## src/rtl/cr_clint_tmr.sv

```systemverilog
// Machine-timer / software / external interrupt unit: holds msip and mtimecmp
// behind a single-cycle register port and drives registered pendings to the IU.
module cr_clint_tmr #(
  parameter logic [63:0] CMP_RST = 64'hFFFF_FFFF_FFFF_FFFF
) (
  input  logic        forever_cpuclk,
  input  logic        cpurst_b,
  input  logic [63:0] sysio_clint_mtime,
  input  logic        sysio_clint_me_int,
  input  logic        clint_req,
  input  logic        clint_write,
  input  logic [15:0] clint_addr,
  input  logic [31:0] clint_wdata,
  output logic        clint_cmplt,
  output logic        clint_err,
  output logic [31:0] clint_rdata,
  output logic        clint_iu_mtip,
  output logic        clint_iu_msip,
  output logic        clint_iu_meip
);

  localparam logic [15:0] ADDR_MSIP   = 16'h0000;
  localparam logic [15:0] ADDR_CMP_LO = 16'h4000;
  localparam logic [15:0] ADDR_CMP_HI = 16'h4004;
  localparam logic [15:0] ADDR_MT_LO  = 16'hBFF8;
  localparam logic [15:0] ADDR_MT_HI  = 16'hBFFC;

  logic [63:0] mtimecmp;
  logic        msip_q;
  logic        mtip_q;
  logic        meip_q;
  logic [31:0] snap_hi;
  logic        snap_vld;
  logic        cmplt_q;
  logic        err_q;
  logic [31:0] rdata_q;

  logic        hit_msip;
  logic        hit_cmp_lo;
  logic        hit_cmp_hi;
  logic        hit_mt_lo;
  logic        hit_mt_hi;
  logic        acc_err;
  logic [31:0] rd_val;

  // Misaligned, unmapped and mtime-write accesses are answered with an error.
  always_comb begin
    hit_msip   = (clint_addr == ADDR_MSIP);
    hit_cmp_lo = (clint_addr == ADDR_CMP_LO);
    hit_cmp_hi = (clint_addr == ADDR_CMP_HI);
    hit_mt_lo  = (clint_addr == ADDR_MT_LO);
    hit_mt_hi  = (clint_addr == ADDR_MT_HI);
    acc_err    = (clint_addr[1:0] != 2'b00)
               || !(hit_msip || hit_cmp_lo || hit_cmp_hi || hit_mt_lo || hit_mt_hi)
               || (clint_write && (hit_mt_lo || hit_mt_hi));
  end

  always_comb begin
    rd_val = 32'h0;
    if (hit_msip)   rd_val = {31'h0, msip_q};
    if (hit_cmp_lo) rd_val = mtimecmp[31:0];
    if (hit_cmp_hi) rd_val = mtimecmp[63:32];
    if (hit_mt_lo)  rd_val = sysio_clint_mtime[31:0];
    if (hit_mt_hi)  rd_val = snap_vld ? snap_hi : sysio_clint_mtime[63:32];
  end

  always_ff @(posedge forever_cpuclk) begin
    if (!cpurst_b) begin
      mtimecmp <= CMP_RST;
      msip_q   <= 1'b0;
      mtip_q   <= 1'b0;
      meip_q   <= 1'b0;
      snap_hi  <= 32'h0;
      snap_vld <= 1'b0;
      cmplt_q  <= 1'b0;
      err_q    <= 1'b0;
      rdata_q  <= 32'h0;
    end else begin
      mtip_q  <= (sysio_clint_mtime >= mtimecmp);
      meip_q  <= sysio_clint_me_int;
      cmplt_q <= clint_req;
      err_q   <= clint_req && acc_err;
      rdata_q <= (clint_req && !acc_err && !clint_write) ? rd_val : 32'h0;
      if (clint_req && !acc_err) begin
        if (clint_write && hit_msip)   msip_q          <= clint_wdata[0];
        if (clint_write && hit_cmp_lo) mtimecmp[31:0]  <= clint_wdata;
        if (clint_write && hit_cmp_hi) mtimecmp[63:32] <= clint_wdata;
        // A low-half read latches the high half so a LO/HI pair is coherent.
        if (!clint_write && hit_mt_lo) begin
          snap_hi  <= sysio_clint_mtime[63:32];
          snap_vld <= 1'b1;
        end else begin
          snap_vld <= 1'b0;
        end
      end
    end
  end

  assign clint_cmplt   = cmplt_q;
  assign clint_err     = err_q;
  assign clint_rdata   = rdata_q;
  assign clint_iu_mtip = mtip_q;
  assign clint_iu_msip = msip_q;
  assign clint_iu_meip = meip_q;

endmodule

```

## config.mk

```make
export PLATFORM = sky130hd
export DESIGN_NAME = cr_clint_tmr
export DESIGN_NICKNAME = d
export VERILOG_FILES = /design/src/rtl/cr_clint_tmr.sv
export SDC_FILE = /design/constraint.sdc
export NUM_CORES = 1
export LEC_CHECK = 0
export BUFFER_PORTS_ARGS = -buffer_cell sky130_fd_sc_hd__buf_2
export CAP_MARGIN = 0
export CELL_PAD_IN_SITES_DETAIL_PLACEMENT = 0
export CELL_PAD_IN_SITES_GLOBAL_PLACEMENT = 1
export CORE_ASPECT_RATIO = 1.2
export CORE_MARGIN = 4
export CORE_UTILIZATION = 44
export DETAILED_ROUTE_END_ITERATION = 6
export PLACE_DENSITY = 0.95
export SETUP_SLACK_MARGIN = 0.1
export SLEW_MARGIN = 25
export SYNTH_ARGS = -nofsm -noshare
export SYNTH_HDL_FRONTEND = slang
export SYNTH_SLANG_ARGS = --single-unit
```

## constraint.sdc

```tcl
create_clock -name forever_cpuclk -period 3.5 [get_ports forever_cpuclk]
set_clock_uncertainty 0.15 [all_clocks]
set_input_delay 0.525 -clock forever_cpuclk [delete_from_list [all_inputs] [get_ports forever_cpuclk]]
set_output_delay 0.525 -clock forever_cpuclk [all_outputs]
set_load 0.02 [all_outputs]
```

==> results of run 1 <==
[stage by stage]
step	total power, W	setup WS (ps)
2_1_floorplan	0.00165	1360
3_3_place_gp	0.00178	820
3_5_place_dp	0.00178	785
4_1_cts	0.00352	1160
5_1_grt	0.00360	989
6_report	0.00349	1190
[state kept, by name, summed over array words and instances, names as in the netlist]
| register | cells |
|---|---|
| mtimecmp | 64 |
| clint_rdata | 32 |
| snap_hi | 32 |
| clint_cmplt | 1 |
| clint_err | 1 |
| clint_iu_meip | 1 |
| clint_iu_msip | 1 |
| clint_iu_mtip | 1 |
| snap_vld | 1 |
[kinds of logic (layout without fill, tap and decap cells)]
| family | after synthesis | count (layout) | share of synthesized area |
|---|---|---|---|
| buffers and inverters | 123 | 269 | 0.0711 |
| other | 0 | 1 | 0 |
| AOI/OAI and AO/OA | 239 | 239 | 0.248 |
| adders and majority gates | 64 | 64 | 0.113 |
| DFF | 134 | 134 | 0.378 |
| and+or+nand+nor | 230 | 230 | 0.143 |
| muxes | 34 | 34 | 0.0481 |
[placed cells by master, fill, tap and decap left out, types with 3 or more instances in the layout]
cell	synthesis	routed
a21oi_1	24	24
a221oi_1	23	23
a21boi_0	35	35
nand3_1	9	9
nor2_1	35	33
nor4_1	4	4
a211oi_1	28	28
buf_2	17	153
nand2b_1	3	3
nand4_1	8	8
clkinv_2	0	5
inv_1	68	68
buf_4	6	15
and3_1	4	4
clkbuf_16	0	17
clkbuf_1	30	3
and4_1	3	3
a222oi_1	9	9
ha_1	64	64
o211ai_1	67	67
nor3_1	4	4
dfxtp_1	134	133
o21a_1	25	25
nand2_1	150	150
and2_1	3	3
clkbuf_8	0	3
mux2i_1	33	33
o21ai_0	14	14
[routing by layer]
metal  track usage  vias to the layer above  share of wire
met3        0.0493                       43          0.057
li1              -                     3235              -
met2         0.411                      214           0.50
met5             0                        -        0.00062
met4        0.0981                        2          0.029
met1         0.276                     3043           0.42
[power groups by stage]
stage	registers, W	logic (W)	clock network, W
after floorplan	0.00156	0.0000844	0
after global placement	0.00156	0.000215	0
after CTS	0.00153	0.000216	0.00177
after detailed placement	0.00156	0.000214	0
final	0.00153	0.000216	0.00175
after global routing	0.00153	0.000241	0.00183
[cell type report]
class / count / area (sq um)
antenna: 1 / 2.50
clock buffer: 23 / 478
clock inverter: 9 / 100
fill: 1475 / 7100
inverter: 68 / 255
multi-input combinational: 567 / 3920
sequential: 134 / 2680
tap: 208 / 260
timing repair buffer: 169 / 898
[critical path, cell delays in order (launching register included)]
cell and delay [ps]:
dfxtp_1 320, inv_1 60, ha_1 310, a21oi_1 180
nand2_1 90, a2111oi_0 430, o311ai_0 300, a32oi_1 230
o211ai_1 110
[worst min-delay path by stage]
stage / cells after the start / to
2_1_floorplan: 2 / snap_hi[27]$_SDFFE_PN0P_
6_report: 2 / clint_iu_meip$_SDFF_PN0_
3_5_place_dp: 2 / snap_hi[9]$_SDFFE_PN0P_
4_1_cts: 2 / clint_iu_meip$_SDFF_PN0_
3_3_place_gp: 2 / snap_hi[27]$_SDFFE_PN0P_
5_1_grt: 2 / clint_iu_meip$_SDFF_PN0_
[synth_stat cells, types with 3 or more instances]
master	instances
and2_1	3
nor2_1	35
buf_4	6
a21boi_0	35
and3_1	4
nand2_1	150
mux2i_1	33
nor3_1	4
nand2b_1	3
nand3_1	9
ha_1	64
o211ai_1	67
nand4_1	8
dfxtp_1	134
o21ai_0	14
buf_2	17
a222oi_1	9
a221oi_1	23
o21a_1	25
a211oi_1	28
inv_1	68
a21oi_1	24
and4_1	3
clkbuf_1	30
nor4_1	4
==> metrics.yaml, run 1 <==
timing:
  slew_viol_final: 0
  setup_tns_ps: 0
  min_period_ps: 2310
  worstMarginPinSlew_ps: 1020
  hold_slack_ps: 161
  finalCritPeriodShare: 0.659
  fmax_ghz: 0.434
  rsz0062_at_grt: "no"
  slew_headroom: 0.323
  finalHoldViolations: 0
  setup_viol: 0
setup_path:
  end_kind: "flip-flop"
  path_max_fanout: 3
  crit_path_end: "clint_iu_mtip$_SDFF_PN0_"
  timing.rr.start: "mtimecmp[44]$_SDFFE_PN1P_"
  required_ps: 3650
  critical_path.startpoint: "mtimecmp[44]$_SDFFE_PN1P_"
  path_class: "flip-flop to flip-flop"
  worstPathArrival_ps: 2450
  cp-start-kind: "flip-flop"
  rr_worst_depth: 8
  rrSetupSlack_ps: 1190
  r2r_end: "clint_iu_mtip$_SDFF_PN0_"
hold_path:
  hp-start: "sysio_clint_me_int"
  worstHoldPathType: "input pin to flip-flop"
drt:
  drt_iter0_drc: 504
  viasPerCell: 5.54
  ant_nets: 0
  wl_per_cell_um: 17.8
  drcViolationCount: 0
  dr_total_vias: 6537
  wirelength_mm: 21.0
  dr.pass1.iters: 7
final_layout:
  fin_area_sq_mm: 0.00860
  final_cell_count_no_fill: 1179
  area_growth_syn_to_layout_pct: 21.0
  fin_util: 0.548
  fin_nets: 1138
  drive_above_1_share: 0.211
power_and_ir_drop:
  p_switching_w: 0.000777
  clkPwrFrac: 0.500
  p_int_w: 0.00271
  power.leakage_nw: 3.96
  p_per_area_mw_per_mm2: 406
  ir_worst_vdd_mv: 0.307
  p_comb_frac: 0.062
  p_sw_frac: 0.222
  seq_power_share: 0.438
synth:
  syn_avg_cell_area_sq_um: 8.62
  synth_seq_cells: 134
  yosys_warnings: 0
  synth_edf_count: 0
  synth_top_area_frac: 0.378
  synth.area.top_cells: "dfxtp_1 (38%), ha_1 (11%), nand2_1 (7.9%)"
  synth_ff_type: "dfxtp_1"
  netlist_instances: 824
  yosysUniqueCellTypes: 44
  synth_async_sr_flop_share: 0
  syn_area_sq_mm: 0.00711
  syn_nets: 1005
  synth_top_area_cell: "dfxtp_1"
  ys_seq_area_frac: 0.378
grt:
  grt_usage: 0.235
  antenna_found_initial: 2
  grt_pass1_wl_mm: 33.4
  overflow: 0
  grt_pass1_vias: 6619
  grt_max_degree: 100
placement:
  place_hpwl_mm: 14.9
  port_buffers: 153
  dp_cells: 1146
  place.gp.congestion: 0.822
  place_area_sq_mm: 0.00802
clock_network:
  clockBufferDepth: 2
  cts_buffers: 17
  clkSinkCount: 134
  cts_hold_buf: 0
  clk_latency_ps: 420
  clkSlewWorstSetupHoldPaths_ps: 60
  cts_setup_buffers: 0
  ctsRootBufferMaster: "clkbuf_16"
  cts_max_level: 4
  cts_resized: 0
  cts_tree: "done"
floorplan:
  die_width_um: 124
  start_util: 0.453
  die_h_um: 147
  std_cell_rows: 50
  ios: 154
  die_area_sq_mm: 0.0183
  core_area_sq_mm: 0.0157
outcome:
  status: "finished, final reports clean"
job:
  drv_cap: 0
Power figures use the tool's default switching activity.
==> run 2, diff against run 1 <==
- CORE_UTILIZATION: 44 -> 41
- PLACE_DENSITY: 0.95 -> 0.91
- clock period: 3.5 -> 2.3 ns (I/O delays scaled with it)
==> run 2 against run 1 <==
Against the previous run: maximum frequency increased by 12%; first-iteration DRC count fell by 4.4%; utilization shrank 1.9 points; die area is 6.9% higher; largest power group unchanged.
==> metrics.yaml, run 2 (synthesized netlist as in run 1, its figures left out) <==
grt:
  overflow: 0  # unchanged
  met2_usage: 0.388  # -0.0229
  grt_pass1_wl_mm: 34.9  # +4.6%
  busiest_layer: "met2"
  grt_max_degree: 100  # unchanged
  use_met3: 0.0558  # +0.00646
  antenna_found_initial: 3  # +1
  grt_pass1_vias: 6737  # +1.8%
  use_met1: 0.278  # +0.00173
  grt_usage: 0.227  # -0.00815
final_layout:
  top_register: "mtimecmp"
  final_cell_count_no_fill: 1205  # +2.2%
  fin_area_sq_mm: 0.00894  # +4.0%
  area_growth_syn_to_layout_pct: 25.8
  fill_cells: 1638  # +11%
  regArea_sq_mm: 0.00268  # unchanged
  layout.cells.most_common: "buf_2"
  largest_reg_flops: 64  # unchanged
  fin_nets: 1155  # +1.5%
  multiInputGateArea_sq_mm: 0.00396  # +1.1%
  final_cell_mix: "buf_2 (153), nand2_1 (150), dfxtp_1 (133), inv_1 (67), o211ai_1 (67)"
  drive_above_1_share: 0.229  # +0.0176
timing:
  setup_viol: 0  # unchanged
  setup_tns_ps: 0  # unchanged
  rsz0062_at_grt: "no"
  fmax_ghz: 0.484  # +12%
  hold_slack_ps: 14.4  # -147 ps
  finalCritPeriodShare: 0.898  # +0.239
  slew_headroom: 0.661  # +0.338
  min_period_ps: 2060  # -241 ps
  worstMarginPinSlew_ps: 509  # -507 ps
  finalHoldViolations: 0  # unchanged
  slew_viol_final: 0  # unchanged
floorplan:
  ios: 154  # unchanged
  start_util: 0.420  # -0.0325
  die_area_sq_mm: 0.0195  # +6.9%
  die_h_um: 152  # +3.4%
  core_area_sq_mm: 0.0169  # +7.7%
  die_width_um: 128  # +3.4%
  std_cell_rows: 52  # +4.0%
setup_path:
  path_class: "flip-flop to flip-flop"
  path_max_fanout: 3  # unchanged
  cp_common_cell: "o211ai_1"
  required_ps: 2490  # -1160 ps
  end_kind: "flip-flop"
  cp-start-kind: "flip-flop"
  slowest_stage: "or4_4"
  worstPathArrival_ps: 2260  # -190 ps
  slowest_delay_ps: 550  # +120 ps
  cp_cell_sequence: "inv_2 -> ha_4 -> nand4_1 -> or4_4 -> o211ai_1 -> nand3_1 -> o211ai_1"
clock_network:
  clk_latency_ps: 420  # about the same
  cts_tree: "done"
  clockBufferDepth: 2  # unchanged
  clkSinkCount: 134  # unchanged
  cts_buffers: 17  # unchanged
  clkSlewWorstSetupHoldPaths_ps: 60  # about the same
  ctsRootBufferMaster: "clkbuf_16"
  cts_max_level: 4  # unchanged
power_and_ir_drop:
  seq_power_share: 0.417  # -0.021
  p_comb_frac: 0.062  # about the same
  p_sw_frac: 0.219  # -0.00326
  clkPwrFrac: 0.520  # +0.020
  p_int_w: 0.00435  # +60%
  p_switching_w: 0.00122  # +57%
  ir_worst_vdd_mv: 0.488  # +59%
  power_w: 0.00557  # +59%
  power.leakage_nw: 4.10  # +3.5%
  p_per_area_mw_per_mm2: 623  # +53%
hold_path:
  worstHoldPathType: "input pin to flip-flop"
job:
  drv_cap: 0  # unchanged
placement:
  port_buffers: 153  # unchanged
  place_hpwl_mm: 15.5  # +4.5%
  place_area_sq_mm: 0.00824  # +2.7%
  place.gp.congestion: 0.820  # -0.24%
  dp_cells: 1168  # +1.9%
drt:
  dr_total_vias: 6698  # +2.5%
  wirelength_mm: 22.1  # +5.4%
  ant_nets: 0  # unchanged
  wl_per_cell_um: 18.4  # +3.1%
  viasPerCell: 5.56  # +0.25%
  drcViolationCount: 0  # unchanged
  drt_iter0_drc: 482  # -4.4%
  dr.pass1.iters: 6  # -1
outcome:
  status: "finished, final reports clean"
run 2: cell count changes in the layout (fill, tap and decap cells not counted), sizes merged:
cell         change
buf             +14
clkinv           -3
dlygate4sd3      +3
clkbuf           +2
bufinv           +1
diode            +1
run 2: routing by layer:
metal | share of wire | up-vias
met3 | 0.066 | 30
met1 | 0.42 | 3167
met5 | 0.00059 | -
li1 | - | 3275
met4 | 0.018 | 2
met2 | 0.50 | 224
run 2: power by group through the flow:
stage | logic (W) | clock network (W) | registers, W
after floorplan | 0.000128 | 0 | 0.00238
after global placement | 0.000333 | 0 | 0.00238
after detailed placement | 0.000333 | 0 | 0.00238
after CTS | 0.000340 | 0.00293 | 0.00232
after global routing | 0.000381 | 0.00306 | 0.00232
final | 0.000346 | 0.00290 | 0.00232
run 2: path summary, 6_finish.rpt:
path | from | end | slack [ps] | depth (start not counted)
worst max-delay path | mtimecmp[31]$_SDFFE_PN1P_ | clint_iu_mtip$_SDFF_PN0_ | 240 | 7
worst min-delay path | clint_wdata[15] | mtimecmp[15]$_SDFFE_PN1P_ | 10 | 3
worst max register to register | mtimecmp[31]$_SDFFE_PN1P_ | clint_iu_mtip$_SDFF_PN0_ | 240 | 7
worst min register to register | snap_hi[30]$_SDFFE_PN0P_ | snap_hi[30]$_SDFFE_PN0P_ | 310 | 2
run 2: layout make-up:
cell class / instances / share of cell area
multi-input combinational: 567 / 0.443
tap: 216 / 0.0302
antenna: 2 / 0.000560
inverter: 68 / 0.0285
clock buffer: 25 / 0.0576
clock inverter: 7 / 0.0129
timing repair buffer: 186 / 0.127
sequential: 134 / 0.300
run 2: critical path, delay by kind of cell, from the launching register on:
| family | cells | cell delay [ps] |
|---|---|---|
| compound gates | 2 | 340 |
| fa+ha+maj | 1 | 270 |
| buf+inv | 1 | 70 |
| flops | 1 | 350 |
| simple gates | 3 | 800 |
run 2: what timing repair did:
action	in CTS	in global routing
setup endpoints to repair	0	1
hold endpoints to repair	4	0
resized for setup	0	8
hold buffers	3	0
buffers inserted	0	0
run 2: through the flow:
step / util / setup slack, ps
CTS: 0.526 / 156
global placement: 0.487 / 49.0
detailed placement: 0.487 / 20.3
global route: 0.529 / 105
finish: 0.529 / 235
floorplan: - / 344
